$ cat src/rtl/rs_scheduler.sv
// rs_scheduler: reservation station between decode and one execution unit.
// Buffers decoded ops with operand values or producer tags, wakes operands
// from the CDB, picks a ready entry round-robin and issues it over a
// valid/ready handshake. A presented-but-stalled op stays locked until taken.
//
// Ports:
//   clk, reset          clock, synchronous active-high reset
//   disp_*              dispatch from decode (valid/ready, op, vj/vk, qj/qk, dtag)
//   cdb_*               common data bus broadcast (valid, tag, data)
//   issue_*             issue to execution unit (valid/ready, op, vj, vk, dtag)
//   count               occupied entries
//
// Optional build macro RS_FULL_BYPASS_EN: when the station is full and an
// issue fires, dispatch is accepted into the slot being issued
// (adds a combinational issue_ready -> disp_ready path).
module rs_scheduler #(
  parameter int unsigned DEPTH = 4,
  parameter int unsigned TAG_W = 5,
  parameter int unsigned OP_W  = 10,
  parameter int unsigned XLEN  = 32
) (
  input  logic                       clk,
  input  logic                       reset,
  input  logic                       disp_valid,
  output logic                       disp_ready,
  input  logic [OP_W-1:0]            disp_op,
  input  logic [XLEN-1:0]            disp_vj,
  input  logic [XLEN-1:0]            disp_vk,
  input  logic [TAG_W-1:0]           disp_qj,
  input  logic [TAG_W-1:0]           disp_qk,
  input  logic [TAG_W-1:0]           disp_dtag,
  input  logic                       cdb_valid,
  input  logic [TAG_W-1:0]           cdb_tag,
  input  logic [XLEN-1:0]            cdb_data,
  output logic                       issue_valid,
  input  logic                       issue_ready,
  output logic [OP_W-1:0]            issue_op,
  output logic [XLEN-1:0]            issue_vj,
  output logic [XLEN-1:0]            issue_vk,
  output logic [TAG_W-1:0]           issue_dtag,
  output logic [$clog2(DEPTH+1)-1:0] count
);

  localparam int unsigned IDX_W = $clog2(DEPTH);
  localparam int unsigned CNT_W = $clog2(DEPTH+1);

  typedef struct packed {
    logic [OP_W-1:0]  op;
    logic [XLEN-1:0]  vj;
    logic [XLEN-1:0]  vk;
    logic [TAG_W-1:0] qj;
    logic [TAG_W-1:0] qk;
    logic [TAG_W-1:0] dtag;
  } entry_t;

  entry_t           ent [DEPTH];
  logic [DEPTH-1:0] busy;
  logic [IDX_W-1:0] rr_ptr;
  logic [IDX_W-1:0] lock_idx;
  logic             lock;
  logic [CNT_W-1:0] count_q;

  logic [DEPTH-1:0] ready_c;
  logic [IDX_W-1:0] sel_c;
  logic             sel_valid_c;
  logic [IDX_W-1:0] free_c;
  logic [IDX_W-1:0] wr_idx_c;
  logic             full_c;
  logic             issue_fire_c;
  logic             disp_fire_c;
  entry_t           new_ent_c;

  // Entry is ready once both operands hold values (registered state only,
  // so a wakeup becomes issuable the cycle after the broadcast).
  always_comb begin
    ready_c = '0;
    for (int i = 0; i < int'(DEPTH); i++) begin
      ready_c[i] = busy[i] && (ent[i].qj == '0) && (ent[i].qk == '0);
    end
  end

  // Selection: locked index holds; otherwise first ready entry from rr_ptr.
  // Scanning backwards lets the nearest-to-rr_ptr hit win the last write.
  always_comb begin
    sel_c       = lock_idx;
    sel_valid_c = 1'b0;
    if (lock) begin
      sel_valid_c = ready_c[lock_idx];
    end else begin
      for (int k = int'(DEPTH) - 1; k >= 0; k--) begin
        if (ready_c[rr_ptr + IDX_W'(k)]) begin
          sel_c       = rr_ptr + IDX_W'(k);
          sel_valid_c = 1'b1;
        end
      end
    end
  end

  // Lowest-index free entry for dispatch.
  always_comb begin
    free_c = '0;
    for (int i = int'(DEPTH) - 1; i >= 0; i--) begin
      if (!busy[i]) free_c = IDX_W'(i);
    end
  end

  assign full_c       = (count_q >= CNT_W'(DEPTH));
  assign issue_fire_c = sel_valid_c && issue_ready;

`ifdef RS_FULL_BYPASS_EN
  assign disp_ready = !full_c || issue_fire_c;
  assign wr_idx_c   = full_c ? sel_c : free_c;
`else
  assign disp_ready = !full_c;
  assign wr_idx_c   = free_c;
`endif

  assign disp_fire_c = disp_valid && disp_ready;

  // Incoming entry with same-cycle CDB forwarding so a broadcast during
  // dispatch is not missed.
  always_comb begin
    new_ent_c.op   = disp_op;
    new_ent_c.vj   = disp_vj;
    new_ent_c.vk   = disp_vk;
    new_ent_c.qj   = disp_qj;
    new_ent_c.qk   = disp_qk;
    new_ent_c.dtag = disp_dtag;
    if (cdb_valid && (disp_qj != '0) && (cdb_tag == disp_qj)) begin
      new_ent_c.vj = cdb_data;
      new_ent_c.qj = '0;
    end
    if (cdb_valid && (disp_qk != '0) && (cdb_tag == disp_qk)) begin
      new_ent_c.vk = cdb_data;
      new_ent_c.qk = '0;
    end
  end

  // Issue payload, zeroed when nothing is presented.
  assign issue_valid = sel_valid_c;
  assign issue_op    = sel_valid_c ? ent[sel_c].op   : '0;
  assign issue_vj    = sel_valid_c ? ent[sel_c].vj   : '0;
  assign issue_vk    = sel_valid_c ? ent[sel_c].vk   : '0;
  assign issue_dtag  = sel_valid_c ? ent[sel_c].dtag : '0;
  assign count       = count_q;

  // State update: wakeup, then issue retire/lock, then dispatch write
  // (the dispatch write wins when it reuses the issuing slot).
  always_ff @(posedge clk) begin
    if (reset) begin
      busy     <= '0;
      rr_ptr   <= '0;
      lock     <= 1'b0;
      lock_idx <= '0;
      count_q  <= '0;
    end else begin
      for (int i = 0; i < int'(DEPTH); i++) begin
        if (busy[i] && cdb_valid) begin
          if ((ent[i].qj != '0) && (ent[i].qj == cdb_tag)) begin
            ent[i].vj <= cdb_data;
            ent[i].qj <= '0;
          end
          if ((ent[i].qk != '0) && (ent[i].qk == cdb_tag)) begin
            ent[i].vk <= cdb_data;
            ent[i].qk <= '0;
          end
        end
      end

      if (issue_fire_c) begin
        busy[sel_c] <= 1'b0;
        rr_ptr      <= sel_c + IDX_W'(1);
        lock        <= 1'b0;
      end else if (sel_valid_c) begin
        lock     <= 1'b1;
        lock_idx <= sel_c;
      end

      if (disp_fire_c) begin
        busy[wr_idx_c] <= 1'b1;
        ent[wr_idx_c]  <= new_ent_c;
      end

      case ({disp_fire_c, issue_fire_c})
        2'b10:   count_q <= count_q + CNT_W'(1);
        2'b01:   count_q <= count_q - CNT_W'(1);
        default: count_q <= count_q;
      endcase
    end
  end

endmodule

$ cat config.mk
export PLATFORM = sky130hd
export DESIGN_NAME = rs_scheduler
export DESIGN_NICKNAME = d
export VERILOG_FILES = /design/src/rtl/rs_scheduler.sv
export SDC_FILE = /design/constraint.sdc
export NUM_CORES = 1
export LEC_CHECK = 0
export ABC_AREA = 1
export CAP_MARGIN = 20
export CORE_AREA = 5 5 198 200
export DETAILED_ROUTE_END_ITERATION = 8
export DIE_AREA = 0 0 203 205
export PLACE_DENSITY = 0.88
export SYNTH_ARGS = -nofsm -noshare
export SYNTH_HDL_FRONTEND = slang
export SYNTH_SLANG_ARGS = --single-unit
$ cat constraint.sdc
create_clock -name clk -period 6.9 [get_ports clk]
set_input_delay 2.07 -clock clk [delete_from_list [all_inputs] [get_ports clk]]
set_output_delay 2.07 -clock clk [all_outputs]
set_load 0.01 [all_outputs]
==> results.md <==
- The proportion of layout cells with a drive suffix above 1 is 5.401%.
- The first routing iteration left 2321 violations.
- The startpoint type of the worst setup path is a flop.
- The dominant delay contributor by cell family on the critical path is simple AND/OR/NAND/NOR gates.
- Static timing analysis puts the maximum clock frequency at 153.7 MHz.
- The netlist uses 40 different library cells.
- The final total negative setup slack is 0 ps.
- The floorplan step set the die width to 203 um.
- The final max-slew violation count is 0.
- The final critical path time including I/O delays and setup is 6505 ps.
- The average cell area after synthesis is 8.700 um2.
- The cell area that synthesis handed to floorplanning was 19060 um2.
- The top fanout value on the critical path is 51.
- The sequential share of the synthesized area is 57.35%.
- The flow ran to the end, and the final reports show no timing, DRC or antenna violations.
- In this run, synthesis produced a sequential element count of 368.
- Buffers added to address setup during post-CTS repair amount to 0.
- The total of max-cap violations is 0.
- The count of yosys warnings during synthesis is 0.
- The HPWL reported at the end of detailed placement is 36620 um.
- STA puts the critical path data required time at 4830 ps.
- The first detailed-routing pass ran for 6 iterations.
- The critical path buffer and inverter count is 3.
- The initial antenna violation count was 1.
- When the netlist entered floorplanning its net count stood at 2324.
- The biggest cell delay along the critical path is 590 ps.
- The total power consumption of the routed design is 9.562 mW.
- The worst-case vdd ir drop is 808.5 uV.
- In this run, post-CTS hold repair placed 0 buffers.
- The static leakage is 9.583 nW.
- The main combinational cell family by area after synthesis is simple AND/OR/NAND/NOR gates.
- The gate count of the mapped netlist is 2191.
- The worst register-to-register path has a depth of 20.
- The cell sitting at the root of the clock tree is a sky130_fd_sc_hd__clkbuf_16.
- The floorplan step defined a die boundary enclosing 41620 um2.
- The number of logic stages on the critical path including buffering is 19.
- The H-tree was split into 2 levels.
- The post-place instance area is 21700 um2.
- The synthesized netlist devotes 12.02% of its cell area to compound gates.
- Clock tree synthesis found a total of 368 sinks.
- In the synthesized netlist, mux cells make up 0.7352% of the area.
- The top cell type by area accounts for 56.09% of the synthesized area.
- The cell repeated most along the worst path is sky130_fd_sc_hd__nand2_1.
- Of all cell types, the one taking the most synthesized area is sky130_fd_sc_hd__edfxtp_1.
- The final-stage net count is 2472.
- The I/O pin count is 215.
- The floorplan core area is 37220 um2.
- The pin slew with the least headroom to its limit is 1102 ps.
- TritonCTS created 40 clock buffers.
- The worst-case clock buffer depth is 3.
- The post-route fraction of the period consumed by the critical path is 94.28%.
- The synthesis-to-finish area growth is 21.01%.
- TritonCTS built the clock tree.
- Along the worst hold path, the cell count comes to 2.
- The count of cells in the finished layout, fillers not included, comes to 2844.
- The clock transition time at the flip-flop clock pins of the worst setup and hold paths is 60 ps.
- After detailed routing, the number of vias per cell comes to 5.972.
- The type of the setup path with the least slack is flop to primary output.
- The slowest stage of the critical path is the sky130_fd_sc_hd__clkdlybuf4s50_1 cell.
- The commonest cells after synthesis are sky130_fd_sc_hd__nand2_1, sky130_fd_sc_hd__edfxtp_1, sky130_fd_sc_hd__o21ai_0, sky130_fd_sc_hd__nand3_1, sky130_fd_sc_hd__inv_1.
- The most common cell in the netlist is sky130_fd_sc_hd__nand2_1.
- The worst max-slew margin expressed relative to the limit is 26.54%.
- The total count of hold-check failures in the final report is 0.
- Once the floorplan was initialized, standard cells occupied 51.21% of the core.
- The detailed-route wire length per cell is 20.54 um.
- The setup skew after layout is 10.89 ps.
- The cell area power density is 414.5 nW/um2.
- Traced cell by cell, the critical path runs through nor2_1 > nand3_1 > nor2_1 > nand3_1 > nand2_1 > nand2_1 > nand2_1 > inv_2 > nand2_1 > nand2_1 > a21oi_2 > nand2_4 > nand2_4 > buf_4 > nand2_1 > nand2_1 > nand2_1 > a21oi_1 > clkdlybuf4s50_1.
- The via count of the first global-routing pass was 16.76k.
- The number of cells upsized or downsized after cts is 0.
- The number of endpoints failing setup at the final stage is 0.
- Across every metal layer, demand over resource in global routing totals 27.34%.
- For flop-to-flop paths, the worst setup slack is 3460 ps.
- The largest net degree at the start of global routing is 159.
- The die is 205 um tall.
- The adder-cell area share of the yosys netlist is 0.1707%.
- Buffers placed on the I/O ports in this run total 214.
- Setup repair after global routing left no endpoint under its margin.
- The layout filler cell count is 2930.
- The number of antenna diodes in the final layout is 0.
- The total overflow reported by the global router is 0.
- Including well taps, the total number of placed cells is 2770.
- Summing the areas of all xor and xnor instances in the mapped netlist gives 0.4135% of the synthesized area.
- For this run, asynchronously set or reset flops after synthesis account for 0%.
- The placer congestion estimate is 0.9241.
- The first-pass GRT wire length is 90140 um.
- In the routed design, unresolved DRC markers number 0.
- The worst endpoint data arrival time is 4440 ps.
- Yosys attributes the largest share of cell area to sky130_fd_sc_hd__edfxtp_1, sky130_fd_sc_hd__nand2_1, sky130_fd_sc_hd__o21ai_0.
- The source-to-sink clock delay at the later pin of the worst-skew pair is 530 ps.
- Counting flops with a built-in enable in the synthesized netlist gives 356.
- The worst hold path belongs to the class flop to flop.
- STA classifies the critical path endpoint as a primary output.
- The count of nets left with antenna violations once routing finished came out at 0.
- With fillers left out, the area of the finished cells amounts to 23070 um2.
- For this block, the routed nets add up to 58410 um of wire.
- In the synthesized netlist the dominant register cell turns out to be sky130_fd_sc_hd__edfxtp_1.
- The total via count in the routed design is 16.99k.
- The simple-gate area share of the yosys netlist is 21.26%.
- The standard-cell row count is 71.
==> sequential cells by signal, indices dropped and copies added (netlist names) <==
signal    flops
busy          4
count         3
ent         356
lock          1
lock_idx      2
rr_ptr        2
==> logic make-up (layout without fill, tap and decap cells) <==
logic type      after synthesis  count (layout)
flops                       368             368
compound gates              438             438
fa+ha+maj                     2               2
mux                          14              14
xor+xnor                      9               9
simple gates                972             972
buf+inv                     388             567
==> cell usage in the layout (no fill, tap or decap), types with 3 or more instances in the layout <==
cell type and count:
sky130_fd_sc_hd__a21oi_1 116, sky130_fd_sc_hd__buf_12 4, sky130_fd_sc_hd__buf_4 30, sky130_fd_sc_hd__bufinv_16 6
sky130_fd_sc_hd__clkbuf_1 6, sky130_fd_sc_hd__clkbuf_16 41, sky130_fd_sc_hd__clkdlybuf4s50_1 214, sky130_fd_sc_hd__clkinv_1 9
sky130_fd_sc_hd__clkinv_2 8, sky130_fd_sc_hd__dfxtp_1 12, sky130_fd_sc_hd__edfxtp_1 356, sky130_fd_sc_hd__inv_1 235
sky130_fd_sc_hd__inv_2 4, sky130_fd_sc_hd__inv_6 4, sky130_fd_sc_hd__mux2i_1 14, sky130_fd_sc_hd__nand2_1 574
sky130_fd_sc_hd__nand2_4 5, sky130_fd_sc_hd__nand3_1 270, sky130_fd_sc_hd__nand4_1 9, sky130_fd_sc_hd__nor2_1 99
sky130_fd_sc_hd__nor3_2 3, sky130_fd_sc_hd__o2111ai_1 3, sky130_fd_sc_hd__o21ai_0 290, sky130_fd_sc_hd__o221ai_1 5
sky130_fd_sc_hd__o22ai_1 4, sky130_fd_sc_hd__o41ai_4 8, sky130_fd_sc_hd__or2_2 6, sky130_fd_sc_hd__xnor2_1 7
==> metrics by stage <==
stage / utilization (%) / setup WS (ps) / hold slack (ps)
after floorplan: - / 1351 / 456.4
after global routing: 61.97 / 184.6 / 512.5
after CTS: 61.94 / 448.7 / 495.6
after detailed placement: 58.29 / 1016 / 487.1
after global placement: 58.29 / 1210 / 472.5
final: 61.97 / 394.9 / 496.1
==> worst reg2reg max path, stage by stage (launching register included) <==
cell and delay, ps:
sky130_fd_sc_hd__edfxtp_1 420, sky130_fd_sc_hd__nor2_1 180, sky130_fd_sc_hd__nand3_1 190, sky130_fd_sc_hd__nor2_1 210
sky130_fd_sc_hd__nand3_1 140, sky130_fd_sc_hd__nand2_1 130, sky130_fd_sc_hd__nand2_1 90, sky130_fd_sc_hd__nand2_1 180
sky130_fd_sc_hd__nor2_1 100, sky130_fd_sc_hd__nand2_1 90, sky130_fd_sc_hd__nand2_1 50, sky130_fd_sc_hd__nand2_1 160
sky130_fd_sc_hd__nand2_1 170, sky130_fd_sc_hd__inv_1 180, sky130_fd_sc_hd__ha_1 170, sky130_fd_sc_hd__inv_1 60
sky130_fd_sc_hd__fa_1 370, sky130_fd_sc_hd__a21oi_1 140, sky130_fd_sc_hd__o21ai_0 110, sky130_fd_sc_hd__o21ai_0 150
sky130_fd_sc_hd__a21oi_1 50
==> cell type report <==
class	instances	area, um2	area share (%)
Timing Repair Buffer	249	2459	10.66
Clock inverter	25	294.0	1.275
Clock buffer	48	1062	4.605
Multi-Input combinational cell	1435	6803	29.49
Tap cell	474	593.1	2.571
Inverter	245	924.6	4.009
Sequential cell	368	10930	47.39
==> per-layer routing <==
| layer | up-vias | GRT usage, % | wire length, um |
|---|---|---|---|
| li1 | 7720 | - | - |
| met1 | 7878 | 33.63 | 20650 |
| met2 | 1160 | 47.21 | 28870 |
| met3 | 225 | 5.129 | 6201 |
| met4 | 2 | 12.17 | 2669 |
| met5 | - | 0 | 12 |
==> worst paths after layout <==
check	startpoint	to
worst min-delay path	busy[3]	busy[3]
worst max register to register	ent[2][12]	count[2]
worst max-delay path	ent[2][12]	issue_vj[18]
worst min register to register	busy[3]	busy[3]
==> report_power, final <==
group | internal [mW] | total [mW] | switching [mW]
Clock | 1.33 | 2.21 | 0.875
Sequential | 2.69 | 2.76 | 0.0698
Combinational | 1.52 | 4.60 | 3.08
Total | 5.54 | 9.56 | 4.02
Power figures use the tool's default switching activity.
